**config.mk**
```make
export PLATFORM = sky130hd
export DESIGN_NAME = pe2_ctrl
export DESIGN_NICKNAME = d
export VERILOG_FILES = /design/src/rtl/pe2_ctrl_pkg.sv /design/src/rtl/pe2_vld_pipe.sv /design/src/rtl/pe2_ctrl.sv
export SDC_FILE = /design/constraint.sdc
export NUM_CORES = 1
export LEC_CHECK = 0
export CORE_MARGIN = 4
export CORE_UTILIZATION = 57
export CTS_CLUSTER_SIZE = 14
export DETAILED_ROUTE_END_ITERATION = 8
export PLACE_DENSITY_LB_ADDON = 0.25
export SLEW_MARGIN = 0
export SYNTH_ARGS = -nofsm -noshare
export SYNTH_HDL_FRONTEND = slang
export SYNTH_SLANG_ARGS = --single-unit
```
**constraint.sdc**
```tcl
create_clock -name clk -period 6.6 [get_ports clk]
set_input_delay 1.65 -clock clk [delete_from_list [all_inputs] [get_ports clk]]
set_output_delay 1.65 -clock clk [all_outputs]
set_load 0.005 [all_outputs]
```
**src/rtl/pe2_ctrl_pkg.sv**
```systemverilog
// Shared types and mode helpers for the PE2 add/sub butterfly job sequencer.
package pe2_ctrl_pkg;

  typedef enum logic [1:0] {
    K_NTT  = 2'b00,
    K_INTT = 2'b01,
    D_NTT  = 2'b10,
    D_INTT = 2'b11
  } mode_t;

  typedef logic [1:0] state_t;

  localparam state_t ST_IDLE  = 2'd0;
  localparam state_t ST_RUN   = 2'd1;
  localparam state_t ST_DRAIN = 2'd2;
  localparam state_t ST_DONE  = 2'd3;

  // Returns {sel_0, sel_1, KD_mode} for the given transform mode.
  function automatic logic [2:0] mode_ctrl(mode_t m);
    case (m)
      K_NTT:   return 3'b100;
      K_INTT:  return 3'b010;
      D_NTT:   return 3'b001;
      default: return 3'b011;
    endcase
  endfunction

  function automatic int mode_lat(mode_t m, int mem_lat, int lat_base,
                                  int lat_half, int lat_shift);
    int l;
    l = mem_lat + lat_base;
    if (m == K_INTT || m == D_INTT) l = l + lat_half;
    if (m == D_INTT) l = l + lat_shift;
    return l;
  endfunction

endpackage

```
**src/rtl/pe2_vld_pipe.sv**
```systemverilog
// {valid, idx} delay line mirroring PE2's fixed latency, with a runtime-selected
// output tap and an indicator of any valid entry still upstream of that tap.
module pe2_vld_pipe #(
  parameter int DEPTH = 9,
  parameter int IDX_W = 8,
  parameter int TAP_W = 4
) (
  input  logic             clk,
  input  logic             rst,
  input  logic             clr,
  input  logic             in_vld,
  input  logic [IDX_W-1:0] in_idx,
  input  logic [TAP_W-1:0] tap,
  output logic             out_vld,
  output logic [IDX_W-1:0] out_idx,
  output logic             upstream
);

  logic [DEPTH-1:0] vld_p;
  logic [IDX_W-1:0] idx_p [DEPTH];

  // clr drops leftovers of a previous job that sit beyond that job's tap.
  always_ff @(posedge clk or posedge rst) begin
    if (rst) begin
      vld_p <= '0;
      for (int i = 0; i < DEPTH; i++) idx_p[i] <= '0;
    end else begin
      vld_p[0] <= in_vld;
      idx_p[0] <= in_idx;
      for (int i = 1; i < DEPTH; i++) begin
        vld_p[i] <= vld_p[i-1] & ~clr;
        idx_p[i] <= idx_p[i-1];
      end
    end
  end

  assign out_vld = vld_p[tap];
  assign out_idx = idx_p[tap];

  always_comb begin
    upstream = 1'b0;
    for (int i = 0; i < DEPTH; i++) begin
      if (TAP_W'(i) < tap) upstream = upstream | vld_p[i];
    end
  end

endmodule

```
**src/rtl/pe2_ctrl.sv**
```systemverilog
// PE2 butterfly job sequencer: issues operand reads and aligns write strobes
// to the mode-dependent PE2 latency. Define PE2_CTRL_STALL_EN to honour stall.
module pe2_ctrl
  import pe2_ctrl_pkg::*;
#(
  parameter int CNT_W     = 8,
  parameter int MEM_LAT   = 1,
  parameter int LAT_BASE  = 1,
  parameter int LAT_HALF  = 1,
  parameter int LAT_SHIFT = 6
) (
  input  logic             clk,
  input  logic             rst,
  input  logic             cmd_valid,
  output logic             cmd_ready,
  input  logic [1:0]       cmd_mode,
  input  logic [CNT_W-1:0] cmd_len,
  input  logic             stall,
  output logic             sel_0,
  output logic             sel_1,
  output logic             KD_mode,
  output logic             rd_en,
  output logic [CNT_W-1:0] rd_idx,
  output logic             wr_en,
  output logic [CNT_W-1:0] wr_idx,
  output logic             busy,
  output logic             done
);

  localparam int LAT_MAX = MEM_LAT + LAT_BASE + LAT_HALF + LAT_SHIFT;
  localparam int TAP_W   = (LAT_MAX > 1) ? $clog2(LAT_MAX) : 1;

  state_t           state;
  mode_t            mode;
  logic [CNT_W-1:0] len;
  logic [CNT_W-1:0] cnt;
  logic             accept;
  logic             issue;
  logic [TAP_W-1:0] tap;
  logic             upstream;

  assign cmd_ready = (state == ST_IDLE);
  assign accept    = cmd_valid & cmd_ready;

`ifdef PE2_CTRL_STALL_EN
  assign issue = (state == ST_RUN) & ~stall;
`else
  logic unused_stall;
  assign unused_stall = stall;
  assign issue = (state == ST_RUN);
`endif

  assign tap = TAP_W'(mode_lat(mode, MEM_LAT, LAT_BASE, LAT_HALF, LAT_SHIFT) - 1);

  always_ff @(posedge clk or posedge rst) begin
    if (rst) begin
      state   <= ST_IDLE;
      mode    <= K_NTT;
      len     <= '0;
      cnt     <= '0;
      sel_0   <= 1'b0;
      sel_1   <= 1'b0;
      KD_mode <= 1'b0;
    end else begin
      case (state)
        ST_IDLE: begin
          if (cmd_valid) begin
            state <= ST_RUN;
            mode  <= mode_t'(cmd_mode);
            len   <= cmd_len;
            cnt   <= '0;
            {sel_0, sel_1, KD_mode} <= mode_ctrl(mode_t'(cmd_mode));
          end
        end
        ST_RUN: begin
          if (issue) begin
            if (cnt == len) state <= ST_DRAIN;
            else            cnt   <= cnt + CNT_W'(1);
          end
        end
        // Leave once nothing remains before the tap; the tap entry (if any)
        // is the final write, so done lands on the following cycle.
        ST_DRAIN: begin
          if (!upstream) state <= ST_DONE;
        end
        ST_DONE: begin
          state <= ST_IDLE;
          {sel_0, sel_1, KD_mode} <= 3'b000;
        end
        default: state <= ST_IDLE;
      endcase
    end
  end

  pe2_vld_pipe #(
    .DEPTH (LAT_MAX),
    .IDX_W (CNT_W),
    .TAP_W (TAP_W)
  ) u_pipe (
    .clk      (clk),
    .rst      (rst),
    .clr      (accept),
    .in_vld   (issue),
    .in_idx   (cnt),
    .tap      (tap),
    .out_vld  (wr_en),
    .out_idx  (wr_idx),
    .upstream (upstream)
  );

  assign rd_en  = issue;
  assign rd_idx = issue ? cnt : '0;
  assign busy   = ~cmd_ready;
  assign done   = (state == ST_DONE);

endmodule

```
# After elaboration in Yosys (flattened, before gate mapping)

Cells that the tools add are included.
Widths: inputs -> output; s select.

Flip-flop bits (word level): 104
Output and inout bits: 24
Logic and storage cells: 103

Add/sub/neg operators: 3
Magnitude comparators: 11
Eq/ne operators: 12
Mux-type cells: 31
Bitwise operators: 20
Reductions and logical operators: 9

Operators by type and width:

| kind                | count |
|---|---|
| $mux 8              | 5 |
| $bmux 8 s4          | 1 |
| $lt 3x4->1 const A  | 4 |
| $pmux 8 s2          | 1 |
| $mux 1              | 14 |
| $and 1x1->1         | 9 |
| $pmux 3 s3          | 1 |
| $add 8x1->8 const B | 1 |
| $eq 2x2->1 const B  | 4 |
| $eq 8x8->1          | 1 |
| $lt 1x4->1 const A  | 2 |
| $lt 2x4->1 const A  | 2 |
| $or 1x1->1          | 8 |
| $pmux 2 s4          | 1 |
| $eq 2x1->1 const B  | 3 |
| $mux 2              | 3 |
| $ne 2x2->1 const B  | 3 |
| $pmux 1 s2          | 3 |
| $reduce_and 3->1    | 2 |
| $ge 5x5->1 const B  | 1 |
| $lt 4x5->1 const B  | 1 |
| $not 4->5           | 1 |
| $add 2x3->4 const B | 1 |
| $bmux 1 s4          | 1 |
| 9 further kinds     | 13 |

# Longest topological paths before layout

Gate-level depths: netlist of the first run.

Depth after elaboration: 26
Gate-level depth with buffers: 8
Depth with buffers taken out: 7

# By module

From an unflattened synthesis of the first run, not the netlist that was laid out.

Cell total of the unflattened synthesis: 320
Area total of the unflattened synthesis: 4282.9 um^2

Modules (own cells, without submodules):

| module       | instances | cells an instance | area each (um^2) |
|---|---|---|---|
| pe2_vld_pipe | 1         | 188               | 2927.8 |
| pe2_ctrl     | 1         | 132               | 1355.0 |

# Worst setup path after synthesis of the first run

Ideal clock, no wire load.

Path type: reg2out
Start point: reg mode[0]
End point: out wr_idx[6]
Data arrival time: 1108 ps
Data required time: 4950 ps
Setup slack: 3842 ps
Stages on the path, launching flop included: 5
Buffers on the path: 2
Path through: dfrtp_1 -> clkbuf_1 -> buf_1 -> nor2_1 -> a21oi_1

Longest elaborated chain between the ends: 10
Elaborated cells between the ends (all ways): 11

Ends and longest elaborated chain:

| what                                           | RTL line                               | text |
|---|---|---|
| from (decl)                                    | pe2_ctrl.sv:34                         | `mode_t mode;` |
| from (signal assigned)                         | pe2_ctrl.sv:69                         | `mode <= mode_t'(cmd_mode);` |
| $eq 2x1->1 or $eq 2x2->1 (tied branches)       | pe2_ctrl_pkg.sv:32, pe2_ctrl_pkg.sv:33 |  |
| $logic_or 1x1->1                               | pe2_ctrl_pkg.sv:32                     | `if (m == K_INTT \|\| m == D_INTT) l = l + lat_half;` |
| $mux 1                                         | pe2_ctrl_pkg.sv:32                     |  |
| $add 2x3->4                                    | pe2_ctrl_pkg.sv:33                     | `if (m == D_INTT) l = l + lat_shift;` |
| $mux 4 (*)                                     | pe2_ctrl_pkg.sv:33                     |  |
| $sub 4x2->4 (*)                                | pe2_ctrl.sv:53                         | `assign tap = TAP_W'(mode_lat(mode, MEM_LAT, LAT_BASE, LAT_HALF, LAT_SHIFT) - 1);` |
| $not 4->5 (not written as such) (*)            | pe2_vld_pipe.sv:38                     | `assign out_idx = idx_p[tap];` |
| $bmux 8 s4 (*)                                 | pe2_vld_pipe.sv:38                     |  |
| $mux 8 (not written as such) (*) (2 in series) | pe2_vld_pipe.sv:38                     |  |
| to (decl)                                      | pe2_ctrl.sv:25                         | `output logic [CNT_W-1:0] wr_idx,` |

Mark *: on every way between the ends. The rest lies on a longest branch, timed or not. The select of a mux whose other input is x is not followed.

# Worst setup path after layout of the first run

Start point: reg state[1]
End point: out rd_idx[3]

Longest elaborated chain between the ends: 2

Ends and longest elaborated chain:

| what                   | RTL line        | text |
|---|---|---|
| from (decl)            | pe2_ctrl.sv:33  | `state_t state;` |
| from (signal assigned) | pe2_ctrl.sv:57  | `state <= ST_IDLE;` |
| from (signal assigned) | pe2_ctrl.sv:68  | `state <= ST_RUN;` |
| from (signal assigned) | pe2_ctrl.sv:77  | `if (cnt == len) state <= ST_DRAIN;` |
| $eq 2x1->1             | pe2_ctrl.sv:50  | `assign issue = (state == ST_RUN);` |
| $mux 8                 | pe2_ctrl.sv:112 | `assign rd_idx = issue ? cnt : '0;` |
| to (decl)              | pe2_ctrl.sv:23  | `output logic [CNT_W-1:0] rd_idx,` |

No other way between the ends.

==> flow_summary.json, run 1 <==
{
  "place.gp.congestion": 0.764,
  "n_fill_cell": 408,
  "drv_cap": 0,
  "htreeDepth": 3,
  "fin_crit_sh": 0.602,
  "grt_pass1_vias": 2110,
  "cts_max_path_buffers": 2,
  "regToRegSetupSlack_ns": 4.25,
  "slew_headroom": 0.411,
  "globalRouteTotalUtil": 0.178,
  "path_delay_family": "buffers and inverters",
  "netlist_area_sq_um": 3560,
  "grt_pass1_wl_microns": 9980,
  "final_cell_mix": "104 x dfrtp_1, 36 x clkdlybuf4s50_1, 18 x a21oi_1, 17 x nor2_1, 15 x and2_1",
  "antenna_found_initial": 0,
  "drt_iter0_drc": 102,
  "grt_max_degree": 76,
  "start_util": 0.595,
  "power.density_nw_per_um2": 427,
  "worst_slew_pin_slew_ns": 0.884,
  "grt_overflow": 0,
  "pin_count": 38,
  "worstSetupPathType": "register to output pin",
  "yosysSeqAreaShare": 0.730,
  "root_buffer": "clkbuf_8",
  "status": "finished clean",
  "setup_tns_ns": 0,
  "viasPerCell": 5.23,
  "syn-num-nets": 270,
  "cts.reportedPaths.clkPinSlew_ns": 0.09,
  "area_growth_pct": 18.6,
  "cp_common_cell": "inv_1",
  "ant_nets": 0,
  "worstPathArrival_ns": 2.32,
  "final-max-slew-violation-count": 0,
  "die_h_microns": 87.1,
  "cp-end-kind": "output pin",
  "ir_drop_uv": 284,
  "post_drt_wl_per_cell_microns": 15.3,
  "synth-edff-count": 0,
  "final_hold_viol_count": 0,
  "via_count": 1946,
  "crit_chain": "inv_1, ha_1, inv_1, nor2_1, clkdlybuf4s50_1",
  "layout_commonest_cell": "dfrtp_1",
  "ctsResizeCount": 0,
  "drc": 0,
  "crit_path_top_delay_cell": "ha_1",
  "cp_max_fo": 16,
  "synthArstFlopShare": 1.00,
  "synth_cells": 251,
  "numCtsBuffers": 9,
  "fin_util": 0.706,
  "totalWireLength_microns": 5680,
  "drive_gt1_frac": 0.101,
  "cts_tree": "yes",
  "synth_flop_cell": "dfrtp_1",
  "diodes": 0,
  "power_leakage_uw": 0.00201,
  "rows": 28,
  "max_freq_mhz": 252,
  "cts_sinks": 104,
  "dieArea_sq_um": 7580,
  "core_area_sq_um": 5990,
  "min_period_ns": 3.97,
  "finClkSkew_ns": 0.00951,
  "syn_avg_cell_area_sq_um": 14.2,
  "die_w_microns": 87.1,
  "total_power_uw": 1800,
  "setup_viol_count_final": 0,
  "dr.pass1.iters": 6,
  "crit_buf_inv": 3,
  "rsz0062_at_grt": "no",
  "setup.worst_path.start_class": "register",
  "ys_ff_latch": 104,
  "post-cts-setup-buffers": 0,
  "holdCritPathClass": "register to register",
  "cts_hold_buffers": 0,
  "yosysWarningCount": 0,
  "finalNetCount": 311,
  "crit_path_max_incr_delay_ns": 0.52,
  "place_hpwl_microns": 3760,
  "synth_cell_types": 33,
  "critical_path_required_ns": 4.95,
  "insertion_delay_ns": 0.37,
  "io_buffers": 36
}
-- layout make-up --
class                   count  area (sq um)  share of cell area
clock buffers               9           124              0.0293
clock inverters             7           104              0.0246
inverters                   6          25.0             0.00592
multi-input cells         134           911               0.215
flip-flops and latches    104          2600               0.616
well taps                  75          93.8              0.0222
repair buffers             37           368              0.0870
-- power breakdown --
group | internal (uW) | switching, uW | leakage (uW) | total [uW]
clock network | 218 | 210 | 0.000108 | 428
registers | 785 | 114 | 0.00139 | 899
logic | 270 | 207 | 0.000513 | 477
-- routing by layer --
metal,wire length (microns),track usage,up-vias
met5,0,0,-
met4,120,0.0694,0
met3,265,0.0596,15
met2,2790,0.282,51
met1,2510,0.228,953
li1,-,-,927
-- cells in the mapped netlist, drive strengths merged (2+ instances only) --
cell type  count  share of area
mux2i         13          0.037
nor2b          4         0.0070
buf            2         0.0025
dfrtp        104           0.73
xnor2          8          0.020
a21oi         18          0.025
or3            3         0.0053
nor2          17          0.018
and2          15          0.026
o21ai         11          0.015
o311ai         2         0.0049
or4            2         0.0042
mux2          11          0.036
nand2         12          0.013
clkbuf         5         0.0053
inv            6         0.0063
ha             5          0.018
nand4          2         0.0053
-- flip-flops by register name (all words and copies together) (netlist names) --
register,flops
sel_0,1
cnt,8
state,2
len,8
sel_1,1
u_pipe.vld_p,9
KD_mode,1
mode,2
u_pipe.idx_p,72
-- metrics by stage --
step | hold WS, ns | instance area [sq um] | instances | worst slack (ns)
after floorplan | 0.331 | 3560 | 251 | 2.22
after global placement | 0.332 | 4000 | 356 | 3.07
after detailed placement | 0.335 | 4000 | 356 | 3.03
after CTS | 0.357 | 4230 | 372 | 2.62
after global routing | 0.361 | 4230 | 372 | 2.45
final | 0.353 | 4230 | 372 | 2.63
-- cell families after synthesis --
logic type / count (synthesis) / share of synthesized area
compound gates: 37 / 0.0593
xor+xnor: 8 / 0.0197
fa+ha+maj: 5 / 0.0176
buf+inv: 13 / 0.0140
flops: 104 / 0.730
mux: 24 / 0.0723
simple gates: 60 / 0.0867
-- final timing paths --
check,from,endpoint,cells past startpoint
worst max-delay path,state[1],rd_idx[3],5
worst min-delay path,u_pipe.idx_p[66],u_pipe.idx_p[58],0
worst max register to register,state[1],cnt[6],6
worst min register to register,u_pipe.idx_p[66],u_pipe.idx_p[58],0
max in group asynchronous,rst,u_pipe.idx_p[55],3
min in group asynchronous,rst,u_pipe.idx_p[14],2
Power figures use the tool's default switching activity.
==> run 2, diff against run 1 <==
--- a/config.mk
+++ b/config.mk
@@ -6,7 +6,7 @@
 export NUM_CORES = 1
 export LEC_CHECK = 0
 export CORE_MARGIN = 4
-export CORE_UTILIZATION = 57
+export CORE_UTILIZATION = 50
 export CTS_CLUSTER_SIZE = 14
 export DETAILED_ROUTE_END_ITERATION = 8
 export PLACE_DENSITY_LB_ADDON = 0.25
==> constraint.sdc (replaced) <==
create_clock -name clk -period 3.4 [get_ports clk]
set_input_delay 0.85 -clock clk [delete_from_list [all_inputs] [get_ports clk]]
set_output_delay 0.85 -clock clk [all_outputs]
set_load 0.005 [all_outputs]
==> flow_summary.json, run 2 (synthesis results as in run 1) <==
{
  "htreeDepth": 3,
  "register_area_sq_um": 2600,
  "cp_max_fo": 11,
  "post-cts-setup-buffers": 0,
  "grt_max_degree": 55,
  "grt_pass1_vias": 1990,
  "drc": 0,
  "antenna_found_initial": 0,
  "io_buffers": 36,
  "ant_nets": 0,
  "cts_tree": "yes",
  "worstSetupPathType": "register to output pin",
  "diodes": 0,
  "place_hpwl_microns": 3700,
  "grt_pass1_wl_microns": 9710,
  "worstPathArrival_ns": 1.99,
  "die_h_microns": 92.4,
  "place_ws_ns": 0.800,
  "dieArea_sq_um": 8540,
  "globalRouteTotalUtil": 0.147,
  "largest-register": "u_pipe.idx_p",
  "min_period_ns": 2.84,
  "setup.worst_path.start_class": "register",
  "critical_path_required_ns": 2.55,
  "regToRegSetupSlack_ns": 1.25,
  "reg_top3": "u_pipe.idx_p (72), u_pipe.vld_p (9)",
  "cts_sinks": 104,
  "pin_count": 38,
  "rsz0062_at_grt": "no",
  "setup_ws_ns": 0.556,
  "fin_crit_sh": 0.837,
  "finalNetCount": 313,
  "slew_headroom": 0.512,
  "area_growth_pct": 18.7,
  "post_dp_cell_area_sq_um": 4060,
  "drive_gt1_frac": 0.104,
  "ir_drop_uv": 434,
  "total_power_uw": 3360,
  "die_w_microns": 92.4,
  "root_buffer": "clkbuf_8",
  "stdcell_area_sq_um": 4230,
  "cts.reportedPaths.clkPinSlew_ns": 0.10,
  "hold_slack_ns": 0.345,
  "numCtsBuffers": 9,
  "setup_viol_count_final": 0,
  "via_count": 1945,
  "place.gp.congestion": 0.713,
  "drv_cap": 0,
  "holdCritPathClass": "register to register",
  "final_hold_viol_count": 0,
  "status": "finished clean",
  "setup_tns_ns": 0,
  "cts_max_path_buffers": 2,
  "core_area_sq_um": 6870,
  "cp-end-kind": "output pin",
  "power_leakage_uw": 0.00201,
  "largest_reg_flops": 72,
  "layout_commonest_cell": "dfrtp_1",
  "post_drt_wl_per_cell_microns": 14.2,
  "start_util": 0.519,
  "final-max-slew-violation-count": 0,
  "worst_slew_pin_slew_ns": 0.730,
  "rows": 30,
  "totalWireLength_microns": 5600,
  "max_freq_mhz": 352,
  "grt_overflow": 0,
  "insertion_delay_ns": 0.35,
  "cts_hold_buffers": 0,
  "finClkSkew_ns": 0.0108,
  "viasPerCell": 4.92,
  "power.density_nw_per_um2": 794,
  "final_cell_mix": "104 x dfrtp_1, 36 x clkdlybuf4s50_1, 18 x a21oi_1, 17 x nor2_1, 15 x and2_1",
  "n_fill_cell": 546,
  "ctsResizeCount": 0,
  "dr.pass1.iters": 4,
  "multi_input_area_sq_um": 911,
  "drt_iter0_drc": 68
}
run 2: changes by cell type in the layout (fill, tap and decap cells not counted), sizes merged:
cell	delta
clkinvlp	-1
clkinv	+4
inv	-3
bufinv	-2
buf	+2
clkbuf	+2
run 2: final timing paths:
check	end	from	depth (start not counted)
min	u_pipe.idx_p[57]	u_pipe.idx_p[65]	0
min in group asynchronous	len[6]	rst	2
max	rd_idx[5]	state[1]	5
max reg2reg	cnt[7]	state[1]	7
min reg2reg	u_pipe.idx_p[57]	u_pipe.idx_p[65]	0
max in group asynchronous	u_pipe.idx_p[65]	rst	3
run 2: final cells by class:
class | instances | share of cell area
multi-input cells | 134 | 0.215
well taps | 96 | 0.0284
clock buffers | 11 | 0.0334
repair buffers | 39 | 0.0935
flip-flops and latches | 104 | 0.615
inverters | 6 | 0.00621
clock inverters | 5 | 0.00769
run 2: where the power goes:
group / total, uW / switching [uW] / internal (uW) / leakage [uW]
sequential: 1750 / 222 / 1520 / 0.00139
combinational: 932 / 400 / 532 / 0.000523
clock: 681 / 395 / 286 / 0.0000930
run 2: critical path: stages (launching register included):
cell	delay [ns]
dfrtp_1	0.43
inv_1	0.10
ha_1	0.26
buf_4	0.21
and2_1	0.14
clkdlybuf4s50_1	0.50
run 2: metal layers:
metal,part of all wire,vias up,track usage,routed length (microns)
li1,-,928,-,-
met3,0.040,8,0.0504,226
met1,0.48,962,0.204,2690
met4,0.013,0,0.0483,74
met2,0.47,47,0.219,2610
met5,0,-,0,0
run 2: metrics by stage:
stage          instances   util
3_3_place_gp         379  0.590
5_1_grt              395  0.616
4_1_cts              395  0.616
3_5_place_dp         379  0.590
6_report             395  0.616
2_1_floorplan        251      -
==> run 3, diff against run 2 <==
==> constraint.sdc (replaced) <==
create_clock -name clk -period 2.4 [get_ports clk]
set_input_delay 0.6 -clock clk [delete_from_list [all_inputs] [get_ports clk]]
set_output_delay 0.6 -clock clk [all_outputs]
set_load 0.005 [all_outputs]
==> flow_summary.json, run 3 (synthesis results as in run 1) <==
{
  "top_layer_used": "met4",
  "totalWireLength_microns": 5970,
  "slew_headroom": 0.569,
  "reg2reg_from": "u_pipe.vld_p[2]",
  "power_leakage_uw": 0.00232,
  "diodes": 0,
  "die_h_microns": 92.4,
  "cp-end-kind": "output pin",
  "final_cells": 414,
  "cts.reportedPaths.clkPinSlew_ns": 0.09,
  "multi_input_area_sq_um": 940,
  "pin_count": 38,
  "start_util": 0.519,
  "min_period_ns": 2.34,
  "wl_met1_microns": 2760,
  "drv_cap": 0,
  "fin_crit_sh": 0.974,
  "rsz0062_at_grt": "yes",
  "globalRouteTotalUtil": 0.153,
  "place_ws_ns": 0.206,
  "core_area_sq_um": 6870,
  "drive_gt1_frac": 0.189,
  "die_w_microns": 92.4,
  "hold_path_depth": 0,
  "cts_sinks": 104,
  "reg_top3": "u_pipe.idx_p (72), u_pipe.vld_p (9)",
  "viasPerCell": 4.85,
  "n_fill_cell": 509,
  "cts_tree": "yes",
  "crit_start": "mode[1]",
  "rows": 30,
  "power.density_nw_per_um2": 1150,
  "worstPathArrival_ns": 1.74,
  "post-place-cells": 390,
  "cp_max_fo": 10,
  "final_cell_mix": "102 x dfrtp_1, 20 x clkdlybuf4s50_1, 20 x buf_4, 17 x nor2_1, 17 x a21oi_1",
  "largest_reg_flops": 72,
  "fin_util": 0.652,
  "r2r_cells": 5,
  "place_hpwl_microns": 3910,
  "post_drt_wl_per_cell_microns": 14.4,
  "worstSetupPathType": "register to output pin",
  "wl_met3_microns": 274,
  "ant_nets": 0,
  "setup_viol_count_final": 0,
  "largest-register": "u_pipe.idx_p",
  "ir_drop_uv": 811,
  "finClkSkew_ns": 0.00715,
  "final-max-slew-violation-count": 0,
  "holdCritPathClass": "register to register",
  "register_area_sq_um": 2610,
  "regToRegSetupSlack_ns": 0.32,
  "final_hold_viol_count": 0,
  "layout_commonest_cell": "dfrtp_1",
  "dr.pass1.iters": 4,
  "insertion_delay_ns": 0.35,
  "htreeDepth": 3,
  "cts_hold_buffers": 0,
  "worst_slew_pin_slew_ns": 0.636,
  "cts_max_path_buffers": 2,
  "antenna_found_initial": 0,
  "total_power_uw": 5140,
  "grt_pass1_wl_microns": 10200,
  "dr_wl_met2_microns": 2880,
  "drc": 0,
  "grt_max_degree": 49,
  "critical_path_required_ns": 1.80,
  "grt_pass1_vias": 2124,
  "setup_ws_ns": 0.0630,
  "setup.worst_path.start_class": "register",
  "area_growth_pct": 25.6,
  "status": "finished clean",
  "io_buffers": 36,
  "via_count": 2008,
  "finalNetCount": 332,
  "grt_overflow": 0,
  "max_freq_mhz": 428,
  "endpoint": "wr_idx[2]",
  "dieArea_sq_um": 8540,
  "place.gp.congestion": 0.747,
  "root_buffer": "clkbuf_8",
  "drt_iter0_drc": 124,
  "rr_endpoint": "state[1]",
  "numCtsBuffers": 9
}
## run 3: cell types whose count changed in the layout (fill, tap and decap cells not counted), moves of 2 or more
cell             previous run  this run
ha_1                        5         3
clkinv_2                    3         1
dlymetal6s2s_1              0        14
dfrtp_1                   104       102
clkinvlp_4                  1         4
buf_4                       2        20
inv_2                       0         2
dlygate4sd2_1               0         2
clkdlybuf4s50_1            36        20
ha_4                        0         2
inv_1                       5         1
## run 3: critical path, cell delays in order (launching register included)
cell and delay [ns]:
dfrtp_4 0.58, mux2i_1 0.16, a21oi_2 0.14, clkdlybuf4s50_1 0.51
## run 3: how the worst min path moves through the flow
stage	start	end
after floorplan	u_pipe.idx_p[8]	u_pipe.idx_p[0]
final	u_pipe.idx_p[65]	u_pipe.idx_p[57]
after detailed placement	u_pipe.idx_p[69]	u_pipe.idx_p[61]
after CTS	u_pipe.idx_p[65]	u_pipe.idx_p[57]
after global routing	u_pipe.idx_p[39]	u_pipe.idx_p[31]
after global placement	u_pipe.idx_p[71]	u_pipe.idx_p[63]
## run 3: where the power goes
part | leakage (uW) | switching, uW | internal [uW]
Clock | 0.0000977 | 583 | 493
Combinational | 0.000836 | 661 | 922
Sequential | 0.00139 | 310 | 2170
Total | 0.00232 | 1550 | 3580
## run 3: per-stage QoR
stage	instance area (sq um)	setup TNS, ns	hold slack, ns
finish	4480	0	0.352
CTS	4370	0	0.354
global route	4480	-0.0304	0.362
floorplan	3570	0	0.331
global placement	4140	0	0.332
detailed placement	4140	0	0.335
## run 3: area by class of cell
class	count	area share
sequential	104	0.582
multi-input combinational	134	0.210
timing repair buffer	58	0.128
clock buffer	9	0.0277
tap	96	0.0268
clock inverter	7	0.0176
inverter	6	0.00727
## run 3: repair_timing
action                                  in CTS  in global routing
buffers inserted                             1                  7
pin swaps                                    0                  1
gates resized for setup                     10                 20
hold endpoints to repair                     0                  0
endpoints found under the setup margin      18                 17
## run 3: metal layers
layer | vias to the layer above | GRT usage
met5 | - | 0
met4 | 0 | 0.0470
met3 | 4 | 0.0455
met2 | 43 | 0.238
met1 | 988 | 0.210
li1 | 973 | -
